==> config.mk <==
export PLATFORM = sky130hd
export DESIGN_NAME = reorder_buffer
export DESIGN_NICKNAME = d
export VERILOG_FILES = /design/src/rtl/reorder_buffer.sv
export SDC_FILE = /design/constraint.sdc
export NUM_CORES = 2
export LEC_CHECK = 0
export CAP_MARGIN = 10
export CORE_MARGIN = 1.5
export CORE_UTILIZATION = 50
export CTS_CLUSTER_SIZE = 8
export DETAILED_ROUTE_END_ITERATION = 12
export PLACE_DENSITY = 0.74
export SETUP_SLACK_MARGIN = 0.02
export SLEW_MARGIN = 15
export SYNTH_ARGS = -nofsm -noshare
export SYNTH_HDL_FRONTEND = slang
export SYNTH_SLANG_ARGS = --single-unit
==> constraint.sdc <==
create_clock -name clk -period 7.3 [get_ports clk]
set_clock_uncertainty 0.05 [all_clocks]
set_input_delay 2.19 -clock clk [delete_from_list [all_inputs] [get_ports clk]]
set_output_delay 2.19 -clock clk [all_outputs]
set_load 0.005 [all_outputs]
==> src/rtl/reorder_buffer.sv <==
// rtl/reorder_buffer.sv - circular in-order-retire reorder buffer with CDB capture and flush
//
// Purpose:
//   Allocates one entry per decoded instruction at the tail, captures results
//   broadcast on the common data bus, and retires entries strictly in program
//   order from the head onto the register-file write-back port. A retiring
//   mispredicted branch empties the buffer and raises a one-cycle flush.
//
// Configuration:
//   ROB_BYPASS_EN - when defined, builds the Q1/Q2 operand query ports with
//                   same-cycle CDB forwarding; otherwise they are tied to 0.
//
// Ports:
//   clk, rst_n          clock, asynchronous active-low reset
//   rdy                 global enable; 0 freezes all architectural state
//   ID_alloc_*          allocation request and destination register
//   ROB_alloc_tag       tag the next allocation receives (tail pointer)
//   ROB_full            buffer holds ROB_SIZE entries
//   CDB_*               result broadcast (tag, data, mispredict, target PC)
//   Q1_*, Q2_*          dispatch operand queries
//   ROB_data_valid, ROB_reg_dest, ROB_tag, ROB_data   registered commit port
//   ROB_flush, ROB_flush_pc                           registered redirect
module reorder_buffer #(
    parameter int ROB_SIZE = 16,
    parameter int TAG_W    = 4
) (
    input  logic             clk,
    input  logic             rst_n,
    input  logic             rdy,
    input  logic             ID_alloc_valid,
    input  logic [4:0]       ID_alloc_reg_dest,
    output logic [TAG_W-1:0] ROB_alloc_tag,
    output logic             ROB_full,
    input  logic             CDB_valid,
    input  logic [TAG_W-1:0] CDB_tag,
    input  logic [31:0]      CDB_data,
    input  logic             CDB_mispredict,
    input  logic [31:0]      CDB_target_pc,
    input  logic [TAG_W-1:0] Q1_tag,
    input  logic [TAG_W-1:0] Q2_tag,
    output logic             Q1_ready,
    output logic             Q2_ready,
    output logic [31:0]      Q1_data,
    output logic [31:0]      Q2_data,
    output logic             ROB_data_valid,
    output logic [4:0]       ROB_reg_dest,
    output logic [TAG_W-1:0] ROB_tag,
    output logic [31:0]      ROB_data,
    output logic             ROB_flush,
    output logic [31:0]      ROB_flush_pc
);

    localparam logic [TAG_W:0]   FULL_CNT = (TAG_W+1)'(ROB_SIZE);
    localparam logic [TAG_W-1:0] PTR_ONE  = TAG_W'(1);

    // Per-entry state
    logic [ROB_SIZE-1:0] busy_q;
    logic [ROB_SIZE-1:0] ready_q;
    logic [ROB_SIZE-1:0] mispred_q;
    logic [4:0]          reg_dest_q [ROB_SIZE];
    logic [31:0]         data_q     [ROB_SIZE];
    logic [31:0]         target_q   [ROB_SIZE];

    logic [TAG_W-1:0] head_q, head_d;
    logic [TAG_W-1:0] tail_q, tail_d;
    logic [TAG_W:0]   count_q, count_d;

    // Registered commit / flush port
    logic             commit_valid_q;
    logic [4:0]       commit_rd_q;
    logic [TAG_W-1:0] commit_tag_q;
    logic [31:0]      commit_data_q;
    logic             flush_q;
    logic [31:0]      flush_pc_q;

    logic full_w;
    logic commit_w;
    logic flush_w;
    logic alloc_w;
    logic cdb_w;

    always_comb begin
        full_w   = (count_q == FULL_CNT);
        commit_w = rdy && busy_q[head_q] && ready_q[head_q];
        flush_w  = commit_w && mispred_q[head_q];
        // Fullness is judged before the commit frees a slot, so a freed slot
        // is never reused on the same edge. A flush drops everything else.
        alloc_w  = rdy && ID_alloc_valid && !full_w && !flush_w;
        cdb_w    = rdy && CDB_valid && busy_q[CDB_tag] && !flush_w;

        head_d  = head_q;
        tail_d  = tail_q;
        count_d = count_q;
        if (flush_w) begin
            head_d  = '0;
            tail_d  = '0;
            count_d = '0;
        end else begin
            if (commit_w) head_d = head_q + PTR_ONE;
            if (alloc_w)  tail_d = tail_q + PTR_ONE;
            count_d = count_q + {{TAG_W{1'b0}}, alloc_w} - {{TAG_W{1'b0}}, commit_w};
        end
    end

    always_ff @(posedge clk or negedge rst_n) begin
        if (!rst_n) begin
            busy_q         <= '0;
            ready_q        <= '0;
            mispred_q      <= '0;
            for (int i = 0; i < ROB_SIZE; i++) begin
                reg_dest_q[i] <= '0;
                data_q[i]     <= '0;
                target_q[i]   <= '0;
            end
            head_q         <= '0;
            tail_q         <= '0;
            count_q        <= '0;
            commit_valid_q <= 1'b0;
            commit_rd_q    <= '0;
            commit_tag_q   <= '0;
            commit_data_q  <= '0;
            flush_q        <= 1'b0;
            flush_pc_q     <= '0;
        end else begin
            head_q  <= head_d;
            tail_q  <= tail_d;
            count_q <= count_d;

            // Pulses drop on every edge without a commit/flush, rdy=0 included.
            commit_valid_q <= commit_w;
            flush_q        <= flush_w;
            if (commit_w) begin
                commit_rd_q   <= reg_dest_q[head_q];
                commit_tag_q  <= head_q;
                commit_data_q <= data_q[head_q];
            end
            if (flush_w) begin
                flush_pc_q <= target_q[head_q];
            end

            if (flush_w) begin
                busy_q <= '0;
            end else begin
                if (commit_w) begin
                    busy_q[head_q] <= 1'b0;
                end
                if (alloc_w) begin
                    busy_q[tail_q]     <= 1'b1;
                    ready_q[tail_q]    <= 1'b0;
                    mispred_q[tail_q]  <= 1'b0;
                    reg_dest_q[tail_q] <= ID_alloc_reg_dest;
                end
                // The tail entry is never busy when alloc_w is set, so a CDB
                // write cannot collide with the allocation below.
                if (cdb_w) begin
                    ready_q[CDB_tag]   <= 1'b1;
                    mispred_q[CDB_tag] <= CDB_mispredict;
                    data_q[CDB_tag]    <= CDB_data;
                    target_q[CDB_tag]  <= CDB_target_pc;
                end
            end
        end
    end

    assign ROB_alloc_tag  = tail_q;
    assign ROB_full       = full_w;
    assign ROB_data_valid = commit_valid_q;
    assign ROB_reg_dest   = commit_rd_q;
    assign ROB_tag        = commit_tag_q;
    assign ROB_data       = commit_data_q;
    assign ROB_flush      = flush_q;
    assign ROB_flush_pc   = flush_pc_q;

`ifdef ROB_BYPASS_EN
    logic q1_hit;
    logic q2_hit;

    // A result on the CDB this cycle is forwarded so dispatch need not wait
    // for it to land in the entry.
    always_comb begin
        q1_hit   = CDB_valid && (CDB_tag == Q1_tag);
        q2_hit   = CDB_valid && (CDB_tag == Q2_tag);
        Q1_ready = busy_q[Q1_tag] && (ready_q[Q1_tag] || q1_hit);
        Q2_ready = busy_q[Q2_tag] && (ready_q[Q2_tag] || q2_hit);
        Q1_data  = q1_hit ? CDB_data : data_q[Q1_tag];
        Q2_data  = q2_hit ? CDB_data : data_q[Q2_tag];
    end
`else
    logic unused_query;

    assign Q1_ready     = 1'b0;
    assign Q2_ready     = 1'b0;
    assign Q1_data      = '0;
    assign Q2_data      = '0;
    assign unused_query = ^{Q1_tag, Q2_tag};
`endif

endmodule

==> results.md <==
- Status: completed
- Clock Sinks: 1240
- IO Pins: 233
- Remaining global-route overflow: 0
- Fin crit period: 5200 ps
- Max-cap viol count: 0
- Post-Syn Area: 58200 um^2
- Final setup fails: 0
- Synth warnings: 0
- Dominant cell by count in the synthesized netlist: dfrtp_1
- Share of power burned in registers: 0.419
- Post-DP HPWL: 74100 um
- Number of synthesized flops with an enable pin: 0
- Largest net degree at the start of global routing: 179
- CTS Buf Count: 173
- Top post-synthesis cells by area: dfrtp_1, mux4_2, mux2_2, mux2_4, mux2_1
- P per Cell Area: 339 nW/um^2
- RSZ-0062 raised after global routing: false
- Crit path kind: in -> reg
- Post-CTS Hold Fix Bufs: 0
- Crit. Startpoint: CDB_tag[0]
- Max Root-Sink Buffers: 3
- Ys flop type: dfrtp_1
- Sequential area share after synthesis: 0.533
- Critical Path End Type: flop
- Tightest Hold Check Type: reg -> reg
- Max Slew Vio Count: 0
- Slowest-stage cell, CP: a31oi_4
- Fin Setup TNS: 0 ps
- Synthesized area per cell: 17.0 um^2
- CTS tree: yes
- Post-route clock period utilization: 0.713
- Switch share: 0.288
- Vias in the first global route: 32.7k
- Layout Nets: 3635
- Reg area: 31000 um^2
- Hold wc startpoint: data_q[41]
- Router iterations before antenna repair: 5
- Area of the die: 118000 um^2
- Mapped Cells: 3432
- Layout Area Growth over Synthesis: 11.8%
- Post-synth top cells: dfrtp_1, mux2_2, mux2_4
- Multi-input gate area: 25200 um^2
- Drt total wl: 135000 um
- Layout cells sized above 1: 0.483
- Die Ht: 344 um
- Iter 0 DRT Violations: 2085
- Row count: 125
- Non-Filler Instances: 5078
- Worst R2R Start: head_q[1]
- CTS H-tree lvls: 4
- Initial Util: 0.502
- Buf+Inv Stages, Crit Path: 2
- Actual slew at the worst max-slew pin: 1200 ps
- DIE WIDTH: 344 um
- Routed Antenna Nets: 0
- Max FO, Critical Path: 26
- Worst-Skew Late Latency: 750 ps
- Synth Register Bits: 1240
- Vias per cell: 6.01
- Critical-path cell list: clkdlybuf4s50_1 > nor3_1 > nand2_1 > a31oi_4 > buf_4 > mux2_2
- Post-CTS Setup Bufs: 0
- Relative slew margins: 0.202
- Top cell type's share of synthesized area: 0.533
- Drt wl/cell: 26.5 um
- Initial antenna violation count: 22
- Core area: 116000 um^2
- First-pass GRT wire length: 208000 um
- Final hold violations: 0
- Data required time of the worst path: 7870 ps
- DR DRC count: 0
- Reg clk slew, reported paths: 50 ps
- Root Driver: clkbuf_16
- CP startpoint kind: input port
- Placed instance count: 4882
- Part of the power in the clock network: 0.321
- Port buffer count: 158
- Via count: 30.5k
- Sw power: 6.35 mW
- Logic pwr share: 0.260
- Worst Path Arrival: 5780 ps
- RD Place Congestion: 0.826
- Fillers: 8809
- Max IR drop VDD: 335 uV
- Post-synth ARST share: 1.00
- CP peak stage delay: 960 ps
- Pint: 15.7 mW
- Netlist cell types: 58
- Biggest area consumer among synthesized cells: dfrtp_1
- Pleak: 30.0 nW
- Top delay family on crit path: buffers and inverters
- Fmax: 192 MHz
- PostCTS Resize Cnt: 0
- Overall fraction of global-route tracks in use: 0.233
[metal layers]
metal  part of all wire  up-vias  GRT usage
met3              0.063      268     0.0603
met1               0.44    16620      0.325
met2               0.47      770      0.363
li1                   -    12821          -
met4              0.024       34     0.0683
met5             0.0015        -          0
[final timing paths]
path	end	slack, ps	cells past startpoint
max reg2reg	data_q[499]	2180	8
min	data_q[41]	430	1
min in group asynchronous	data_q[487]	1370	1
max	data_q[499]	2100	6
max in group asynchronous	data_q[310]	4320	2
min reg2reg	data_q[41]	430	1
[state kept, by name, summed over array words and instances, names as in the netlist]
| name | flops |
|---|---|
| ROB_flush | 1 |
| ROB_alloc_tag | 4 |
| ROB_reg_dest | 5 |
| count_q | 5 |
| ROB_tag | 4 |
| head_q | 4 |
| data_q | 512 |
| target_q | 512 |
| ROB_data_valid | 1 |
| mispred_q | 16 |
| ROB_data | 32 |
| ROB_flush_pc | 32 |
| reg_dest_q | 80 |
| ready_q | 16 |
| busy_q | 16 |
[logic make-up after synthesis]
| kind of cell | Yosys count | synth area share |
|---|---|---|
| mux | 1542 | 0.392 |
| fa+ha+maj | 15 | 0.00335 |
| buf+inv | 402 | 0.0407 |
| compound gates | 141 | 0.0223 |
| other cells | 1 | 0.0000644 |
| flops | 1240 | 0.533 |
| simple gates | 84 | 0.00746 |
| xor+xnor | 7 | 0.00105 |
[per-stage QoR]
stage          hold WS (ps)   util  worst slack, ps  total power, mW  instance area, um^2
6_report                427  0.562             2100             22.1                65100
3_3_place_gp            412  0.522             1420             14.9                60500
2_1_floorplan           402      -             2210             13.4                58500
4_1_cts                 429  0.562             2180             22.3                65100
5_1_grt                 437  0.562             1980             23.1                65100
3_5_place_dp            419  0.522             1390             15.1                60500
[power by group through the flow]
stage               combinational (mW)  sequential, mW  clock (mW)
finish                            5.73            9.24        7.08
global route                      6.16            9.42        7.51
CTS                               5.79            9.24        7.24
detailed placement                5.77            9.32           0
global placement                  5.67            9.26           0
floorplan                         4.58            8.85           0
[layout make-up]
cell class | instances | area share
clock buffers | 180 | 0.0677
clock inverters | 12 | 0.00313
multi-input cells | 1855 | 0.387
flip-flops and latches | 1240 | 0.477
well taps | 1524 | 0.0293
diodes | 4 | 0.000154
inverters | 35 | 0.00204
repair buffers | 228 | 0.0342
[cells in the final DEF, fill, tap and decap left out, types with 17 or more instances in the layout]
master and instances:
dfrtp_1 1236, inv_1 34, clkdlybuf4s50_1 157, o21bai_1 17
clkbuf_16 175, mux2_4 380, mux2_1 123, buf_4 61
nand2_1 31, conb_1 66, mux2_2 674, mux4_2 359
Power figures use the tool's default switching activity.
